===== config.mk =====
export PLATFORM = sky130hd
export DESIGN_NAME = pack_sync_flat
export DESIGN_NICKNAME = d
export VERILOG_FILES = /design/src/rtl/pack_sync_pkg.sv /design/src/rtl/pack_sync_if.sv /design/src/rtl/pack_sync_corr_tree.sv /design/src/rtl/pack_sync.sv /design/src/flat_wrapper.sv
export SDC_FILE = /design/constraint.sdc
export NUM_CORES = 1
export LEC_CHECK = 0
export CAP_MARGIN = 20
export CELL_PAD_IN_SITES_DETAIL_PLACEMENT = 0
export CELL_PAD_IN_SITES_GLOBAL_PLACEMENT = 2
export CORE_MARGIN = 2
export CORE_UTILIZATION = 40
export CTS_CLUSTER_DIAMETER = 40
export DETAILED_ROUTE_END_ITERATION = 16
export GPL_ROUTABILITY_DRIVEN = 1
export GPL_TIMING_DRIVEN = 1
export HOLD_SLACK_MARGIN = 0.15
export PLACE_DENSITY_LB_ADDON = 0.05
export SYNTH_ARGS = -nofsm -noshare
export SYNTH_HDL_FRONTEND = slang
export SYNTH_HIERARCHICAL = 1
export SYNTH_SLANG_ARGS = --single-unit

===== constraint.sdc =====
create_clock -name iclk -period 3.05 [get_ports iclk]
set_input_delay 0.61 -clock iclk [delete_from_list [all_inputs] [get_ports iclk]]
set_output_delay 0.61 -clock iclk [all_outputs]
set_load 0.01 [all_outputs]

===== src/rtl/pack_sync_pkg.sv =====
// Shared constants and types for the preamble synchroniser family.
// The reference preamble and pipeline sizing helpers live here.
package pack_sync_pkg;

  localparam logic [127:0] PREAMBLE_128 = 128'h3A5F_C196_0E7B_D248_95C3_6AF1_07DE_B42C;

  typedef enum logic {
    SEARCH  = 1'b0,
    PAYLOAD = 1'b1
  } state_e;

  function automatic int acc_width(input int prea_len);
    return $clog2(prea_len) + 2;
  endfunction

  // Window register + adder tree stages + output register
  function automatic int latency(input int prea_len);
    return $clog2(prea_len) + 2;
  endfunction

endpackage


===== src/rtl/pack_sync_if.sv =====
// Symbol stream bundle between the demodulator, pack_sync and the deinterleaver.
// master drives the soft symbols in; slave is the synchroniser itself.
interface pack_sync_if #(
  parameter int DW    = 5,
  parameter int LEN_W = 16,
  parameter int ACC_W = 9
);
  logic [DW-1:0]           idat;
  logic                    ival;
  logic [LEN_W-1:0]        ipay_len;
  logic [DW-1:0]           odat;
  logic                    oval;
  logic                    osop;
  logic                    oeop;
  logic                    oinv;
  logic                    olock;
  logic signed [ACC_W-1:0] ocorr;

  modport master (
    output idat, ival, ipay_len,
    input  odat, oval, osop, oeop, oinv, olock, ocorr
  );

  modport slave (
    input  idat, ival, ipay_len,
    output odat, oval, osop, oeop, oinv, olock, ocorr
  );
endinterface


===== src/rtl/pack_sync_corr_tree.sv =====
// Pipelined +/-1 correlation adder tree: N match bits in, signed sum out after log2(N) clocks.
// The tree advances every clock; a valid bit rides alongside each slot.
module corr_tree #(
  parameter int N     = 128,
  parameter int ACC_W = $clog2(N) + 2
) (
  input  logic                    clk,
  input  logic                    rst_n,
  input  logic                    in_vld,
  input  logic [N-1:0]            match,
  output logic                    out_vld,
  output logic signed [ACC_W-1:0] corr
);
  localparam int STAGES = $clog2(N);

  // Every level is carried at ACC_W bits; level s only ever needs s+3 of them,
  // so each addition is effectively a one-bit sign extension and never overflows.
  logic signed [ACC_W-1:0] sum_d [STAGES][N/2];
  logic signed [ACC_W-1:0] sum_q [STAGES][N/2];
  logic [STAGES-1:0]       vld_d;
  logic [STAGES-1:0]       vld_q;

  function automatic logic signed [ACC_W-1:0] pm1(input logic b);
    return {{(ACC_W-1){~b}}, 1'b1};
  endfunction

  always_comb begin
    vld_d = {vld_q[STAGES-2:0], in_vld};
    for (int s = 0; s < STAGES; s++) begin
      for (int j = 0; j < N/2; j++) begin
        sum_d[s][j] = '0;
      end
    end
    for (int j = 0; j < N/2; j++) begin
      sum_d[0][j] = pm1(match[2*j]) + pm1(match[2*j+1]);
    end
    for (int s = 1; s < STAGES; s++) begin
      for (int j = 0; j < N/4; j++) begin
        if (j < (N >> (s+1))) begin
          sum_d[s][j] = sum_q[s-1][2*j] + sum_q[s-1][2*j+1];
        end
      end
    end
  end

  always_ff @(posedge clk or negedge rst_n) begin
    if (!rst_n) begin
      vld_q <= '0;
      for (int s = 0; s < STAGES; s++) begin
        for (int j = 0; j < N/2; j++) begin
          sum_q[s][j] <= '0;
        end
      end
    end else begin
      vld_q <= vld_d;
      sum_q <= sum_d;
    end
  end

  assign out_vld = vld_q[STAGES-1];
  assign corr    = sum_q[STAGES-1][0];

endmodule


===== src/rtl/pack_sync.sv =====
// Preamble synchroniser/framer: sliding-window correlation, lock, then one framed payload burst.
// Symbol in to symbol out is log2(PREA_LEN)+2 clocks regardless of ival gaps.
module pack_sync
  import pack_sync_pkg::*;
#(
  parameter int                  DW       = 5,
  parameter int                  PREA_LEN = 128,
  parameter logic [PREA_LEN-1:0] PREAMBLE = PREA_LEN'(PREAMBLE_128),
  parameter int                  BORDER   = 80,
  parameter bit                  INV_EN   = 1'b1,
  parameter int                  PAY_LEN  = 1024,
  parameter int                  LEN_W    = 16,
  parameter int                  ACC_W    = acc_width(PREA_LEN)
) (
  input logic        iclk,
  input logic        irst,
  pack_sync_if.slave bus
);
  localparam int STAGES = $clog2(PREA_LEN);
  localparam int FILL_W = $clog2(PREA_LEN) + 1;
  localparam logic signed [ACC_W-1:0] POS_TH = ACC_W'(BORDER);
  localparam logic signed [ACC_W-1:0] NEG_TH = ACC_W'(-BORDER);

  logic [PREA_LEN-1:0]     window_d, window_q;
  logic [FILL_W-1:0]       fill_d, fill_q;
  logic                    win_vld_d, win_vld_q;
  logic                    armed;
  logic [DW:0]             dly_d [STAGES+1];
  logic [DW:0]             dly_q [STAGES+1];
  logic [PREA_LEN-1:0]     match;
  logic                    slot_vld;
  logic signed [ACC_W-1:0] slot_corr;
  logic [DW-1:0]           slot_dat;
  logic                    slot_armed;

  // Window shifts only on accepted symbols; bit 0 is the oldest.
  // A symbol is "armed" once the window has been completely refilled since reset.
  always_comb begin
    window_d  = window_q;
    fill_d    = fill_q;
    win_vld_d = bus.ival;
    if (bus.ival) begin
      window_d = {~bus.idat[DW-1], window_q[PREA_LEN-1:1]};
      if (fill_q != FILL_W'(PREA_LEN)) begin
        fill_d = fill_q + 1'b1;
      end
    end
    armed    = (fill_d == FILL_W'(PREA_LEN));
    dly_d[0] = {armed, bus.idat};
    for (int i = 1; i <= STAGES; i++) begin
      dly_d[i] = dly_q[i-1];
    end
  end

  always_ff @(posedge iclk or negedge irst) begin
    if (!irst) begin
      window_q  <= '0;
      fill_q    <= '0;
      win_vld_q <= 1'b0;
      for (int i = 0; i <= STAGES; i++) begin
        dly_q[i] <= '0;
      end
    end else begin
      window_q  <= window_d;
      fill_q    <= fill_d;
      win_vld_q <= win_vld_d;
      dly_q     <= dly_d;
    end
  end

  assign match = ~(window_q ^ PREAMBLE);

  corr_tree #(
    .N     (PREA_LEN),
    .ACC_W (ACC_W)
  ) u_corr_tree (
    .clk     (iclk),
    .rst_n   (irst),
    .in_vld  (win_vld_q),
    .match   (match),
    .out_vld (slot_vld),
    .corr    (slot_corr)
  );

  assign slot_dat   = dly_q[STAGES][DW-1:0];
  assign slot_armed = dly_q[STAGES][DW];

  state_e                  state_d, state_q;
  logic                    inv_d, inv_q;
  logic [LEN_W-1:0]        len_d, len_q, len_sel;
  logic [LEN_W-1:0]        cnt_d, cnt_q;
  logic [DW-1:0]           odat_d, odat_q;
  logic                    oval_d, oval_q, osop_d, osop_q, oeop_d, oeop_q;
  logic                    oinv_d, oinv_q, olock_d, olock_q;
  logic signed [ACC_W-1:0] ocorr_d, ocorr_q;

  always_comb begin
    state_d = state_q;
    inv_d   = inv_q;
    len_d   = len_q;
    cnt_d   = cnt_q;
    odat_d  = '0;
    oval_d  = 1'b0;
    osop_d  = 1'b0;
    oeop_d  = 1'b0;
    olock_d = (state_q == PAYLOAD);
    oinv_d  = (state_q == PAYLOAD) && inv_q;
    ocorr_d = slot_vld ? slot_corr : ocorr_q;
    len_sel = (bus.ipay_len == '0) ? LEN_W'(PAY_LEN) : bus.ipay_len;
    case (state_q)
      SEARCH: begin
        if (slot_vld && slot_armed) begin
          if (slot_corr >= POS_TH) begin
            state_d = PAYLOAD;
            inv_d   = 1'b0;
            len_d   = len_sel;
            cnt_d   = '0;
          end else if (INV_EN && (slot_corr <= NEG_TH)) begin
            state_d = PAYLOAD;
            inv_d   = 1'b1;
            len_d   = len_sel;
            cnt_d   = '0;
          end
        end
      end
      PAYLOAD: begin
        if (slot_vld) begin
          oval_d = 1'b1;
          odat_d = slot_dat ^ {inv_q, {(DW-1){1'b0}}};
          osop_d = (cnt_q == '0);
          oeop_d = (cnt_q == len_q - 1'b1);
          cnt_d  = cnt_q + 1'b1;
          if (oeop_d) begin
            state_d = SEARCH;
          end
        end
      end
      default: state_d = SEARCH;
    endcase
  end

  always_ff @(posedge iclk or negedge irst) begin
    if (!irst) begin
      state_q <= SEARCH;
      inv_q   <= 1'b0;
      len_q   <= '0;
      cnt_q   <= '0;
      odat_q  <= '0;
      oval_q  <= 1'b0;
      osop_q  <= 1'b0;
      oeop_q  <= 1'b0;
      oinv_q  <= 1'b0;
      olock_q <= 1'b0;
      ocorr_q <= '0;
    end else begin
      state_q <= state_d;
      inv_q   <= inv_d;
      len_q   <= len_d;
      cnt_q   <= cnt_d;
      odat_q  <= odat_d;
      oval_q  <= oval_d;
      osop_q  <= osop_d;
      oeop_q  <= oeop_d;
      oinv_q  <= oinv_d;
      olock_q <= olock_d;
      ocorr_q <= ocorr_d;
    end
  end

  assign bus.odat  = odat_q;
  assign bus.oval  = oval_q;
  assign bus.osop  = osop_q;
  assign bus.oeop  = oeop_q;
  assign bus.oinv  = oinv_q;
  assign bus.olock = olock_q;
  assign bus.ocorr = ocorr_q;

endmodule


===== src/flat_wrapper.sv =====
// flat-port wrapper written by rule: the top's interface ports become plain ports
module pack_sync_flat import pack_sync_pkg::*;
#(
  parameter int                  DW       = 5,
  parameter int                  PREA_LEN = 128,
  parameter logic [PREA_LEN-1:0] PREAMBLE = PREA_LEN'(PREAMBLE_128),
  parameter int                  BORDER   = 80,
  parameter bit                  INV_EN   = 1'b1,
  parameter int                  PAY_LEN  = 1024,
  parameter int                  LEN_W    = 16,
  parameter int                  ACC_W    = acc_width(PREA_LEN)
)
  (iclk, irst, bus_idat, bus_ival, bus_ipay_len, bus_odat, bus_oval, bus_osop, bus_oeop, bus_oinv, bus_olock, bus_ocorr);
  pack_sync_if #(.DW(DW), .LEN_W(LEN_W), .ACC_W(ACC_W)) bus_i ();
  input logic iclk;
  input logic irst;
  input wire logic [$bits(bus_i.idat)-1:0] bus_idat;
  input wire logic [$bits(bus_i.ival)-1:0] bus_ival;
  input wire logic [$bits(bus_i.ipay_len)-1:0] bus_ipay_len;
  output wire logic [$bits(bus_i.odat)-1:0] bus_odat;
  output wire logic [$bits(bus_i.oval)-1:0] bus_oval;
  output wire logic [$bits(bus_i.osop)-1:0] bus_osop;
  output wire logic [$bits(bus_i.oeop)-1:0] bus_oeop;
  output wire logic [$bits(bus_i.oinv)-1:0] bus_oinv;
  output wire logic [$bits(bus_i.olock)-1:0] bus_olock;
  output wire logic [$bits(bus_i.ocorr)-1:0] bus_ocorr;
  assign bus_i.idat = bus_idat;
  assign bus_i.ival = bus_ival;
  assign bus_i.ipay_len = bus_ipay_len;
  assign bus_odat = bus_i.odat;
  assign bus_oval = bus_i.oval;
  assign bus_osop = bus_i.osop;
  assign bus_oeop = bus_i.oeop;
  assign bus_oinv = bus_i.oinv;
  assign bus_olock = bus_i.olock;
  assign bus_ocorr = bus_i.ocorr;
  pack_sync #(.DW(DW), .PREA_LEN(PREA_LEN), .PREAMBLE(PREAMBLE), .BORDER(BORDER), .INV_EN(INV_EN), .PAY_LEN(PAY_LEN), .LEN_W(LEN_W), .ACC_W(ACC_W)) u_core (.iclk(iclk), .irst(irst), .bus(bus_i));
endmodule

==> results_dict.tcl <==
set metrics [dict create \
    clockBufferDepth 3 \
    num-nets-final 3218 \
    crit_path_start_kind "register" \
    maxSlewViolCount 0 \
    wire_per_inst_microns 13.2 \
    ant_nets 0 \
    synth_cell_types 57 \
    yosys.area.top_type_share 0.546 \
    worstPathRequired_ns 3.64 \
    ys_seq_area_frac 0.546 \
    drt-initial-drc-count 592 \
    cts_resized 0 \
    grtUsageTotal 0.137 \
    yosysWarnings 6 \
    synth_fp_nets 3058 \
    cp_cell_sequence "inv_1, ha_1, or4b_1, nor4b_4, xnor2_1, or4_1, nor4b_1, and4_1" \
    p_leak_nw 19.0 \
    avgSynthCellArea_sq_um 12.2 \
    std_cell_rows 103 \
    die_area_sq_um 82600 \
    rsz0062_at_grt "no" \
    start_util 0.405 \
    postSynthCellCount 2627 \
    ioPinCount 43 \
    clkTransAtPathRegs_ns 0.05 \
    cts_tree "done" \
    final_area_sq_um 38700 \
    crit_slowest_cell "or4b_1" \
    vias_per_cell 4.41 \
    final_common_cell "dfrtp_1" \
    core_area_sq_um 79300 \
    cts_buffers 132 \
    fmax_ghz 0.369 \
    final_cells 3942 \
    power_density_nw_per_um2 1140 \
    hold_viol_final 0 \
    critPathArrivalTime_ns 3.30 \
    grt_pass1_wl_mm 92.2 \
    die_width_microns 287 \
    cp-end-kind "register" \
    place_inst 3702 \
    clkLatencyLatePin_ns 0.68 \
    synthTopCellsByArea "dfrtp_1 (55%), fa_1 (9.9%), ha_1 (9.7%), inv_1 (7.2%), mux2_2 (3.1%)" \
    fin_setup_tns_ns 0 \
    area_growth_pct 20.3 \
    period_minus_slack_ns 2.71 \
    io_buffer_count 42 \
    cpPeakStageDelay_ns 0.55 \
    antenna_found_initial 0 \
    power_mw 43.9 \
    drcViolationCount 0 \
    drtPass1Iterations 4 \
    fillers 7122 \
    status "finished clean" \
    min_period_over_period 0.888 \
    synth.ff_latch_count 701 \
    slew_headroom 0.637 \
    layout_common_cells "dfrtp_1 (701), inv_1 (614), ha_1 (248)" \
    ys_async_sr_fraction 1.00 \
    hold_path.class "in2reg" \
    crit_path_max_fanout 5 \
    worstMarginPinSlew_ns 0.537 \
    critPathKind "reg2reg" \
    cts_max_level 4 \
    hold_slack_ns 0.247 \
    post-dp-hpwl_mm 36.3 \
    vias 17400 \
    cts_sinks 701 \
    yosysTopAreaCell "dfrtp_1" \
    finalSetupViolCount 0 \
    cap_violations 0 \
    fp.dieH_microns 287 \
    gp_congestion 0.810 \
    vdd_drop_max_v 0.000556 \
    place_area_sq_um 34000 \
    grt-ovfl-total 0 \
    synth_top_flop_cell "dfrtp_1" \
    grt_start_max_net_pins 96 \
    finalWirelength_mm 52.2 \
    drive_above_1_share 0.123 \
    synth_edf_count 0 \
    grt_pass1_vias 19200 \
    clock_skew_ns 0.0235 \
    root_buffer "clkbuf_16" \
    syn_area_sq_um 32100 \
]
[kinds of logic after synthesis]
kind of cell    count (synthesis)  synth area share
buf+inv                       664            0.0790
xor+xnor                      113            0.0308
mux                           110            0.0377
other cells                     1          0.000117
simple gates                  312            0.0508
flops                         701             0.546
compound gates                319            0.0600
fa+ha+maj                     407             0.196
[synth_stat cells, types with 9 or more instances]
cell	count
o21ai_0	124
dfrtp_1	701
a21oi_1	72
nor2_1	72
nor4_1	11
buf_4	9
clkbuf_1	35
nand4_1	12
a211oi_1	31
inv_1	614
nor3_1	13
a31oi_1	14
mux2_2	88
nand2_1	95
nor2b_1	25
a21o_1	22
o21a_1	9
nand3_1	24
fa_1	159
mux2i_1	22
ha_1	248
and3_1	11
xor2_1	36
o21bai_1	11
xnor2_1	77
[per-layer routing]
| metal | vias up | part of all wire | GRT usage |
|---|---|---|---|
| met3 | 120 | 0.039 | 0.0312 |
| met5 | - | 0 | 0 |
| li1 | 8544 | - | - |
| met4 | 0 | 0.028 | 0.0583 |
| met2 | 232 | 0.48 | 0.227 |
| met1 | 8496 | 0.45 | 0.173 |
[final timing paths]
path | slack, ns | endpoint | from | cells past startpoint
min in group asynchronous | 0.44 | u_core/dly_d[26]$_DFF_PN0_ | irst | 2
max in group asynchronous | 1.67 | u_core/window_q[86]$_DFFE_PN0P_ | irst | 4
setup / recovery | 0.34 | u_core/bus.oeop$_DFF_PN0_ | u_core/len_q[0]$_DFFE_PN0P_ | 8
setup reg to reg | 0.34 | u_core/bus.oeop$_DFF_PN0_ | u_core/len_q[0]$_DFFE_PN0P_ | 8
hold reg to reg | 0.34 | u_core/u_corr_tree/vld_q[1]$_DFF_PN0_ | u_core/u_corr_tree/vld_q[0]$_DFF_PN0_ | 0
hold / removal | 0.25 | u_core/win_vld_q$_DFF_PN0_ | bus_ival | 1
[stage by stage]
stage	util	worst slack [ns]
global placement	0.429	0.378
global route	0.488	0.134
finish	0.488	0.342
CTS	0.488	0.352
floorplan	-	0.550
detailed placement	0.429	0.372
[critical path: cells and delay by family (launching register included)]
| kind | cells | cell delay (ns) |
|---|---|---|
| buffers and inverters | 1 | 0.08 |
| DFF | 1 | 0.40 |
| xor gates and xnor gates | 1 | 0.11 |
| adders and majority gates | 1 | 0.25 |
| and+or+nand+nor | 5 | 1.78 |
[final cells by class]
type / count / area [sq um] / share of cell area
timing repair buffer: 75 / 827 / 0.0214
multi-input combinational: 1262 / 12100 / 0.312
inverter: 615 / 2310 / 0.0597
clock inverter: 72 / 921 / 0.0238
tap: 1050 / 1310 / 0.0340
antenna: 1 / 2.50 / 0.0000647
clock buffer: 166 / 3690 / 0.0954
sequential: 701 / 17500 / 0.454
[sequential cells by signal (all words and copies together), names as in the netlist, 5 cells and up]
signal	flops
u_core/u_corr_tree/sum_q	448
u_core/window_q	128
u_core/dly_d	42
u_core/cnt_q	16
u_core/len_q	16
u_core/bus.ocorr	9
u_core/fill_q	8
u_core/u_corr_tree/corr	8
u_core/u_corr_tree/vld_q	7
u_core/dly_q	6
u_core/bus.odat	5
[power by group]
group          switching, mW  internal (mW)
Clock                   4.86           9.88
Sequential              1.92           13.0
Combinational           7.80           6.47
[what timing repair did]
item / 4_1_cts / 5_1_grt
setup buffers: 0 / 0
hold endpoints to repair: 42 / 0
hold buffers: 1 / 0
setup endpoints to repair: 0 / 0
(Power assumes the default switching activity.)
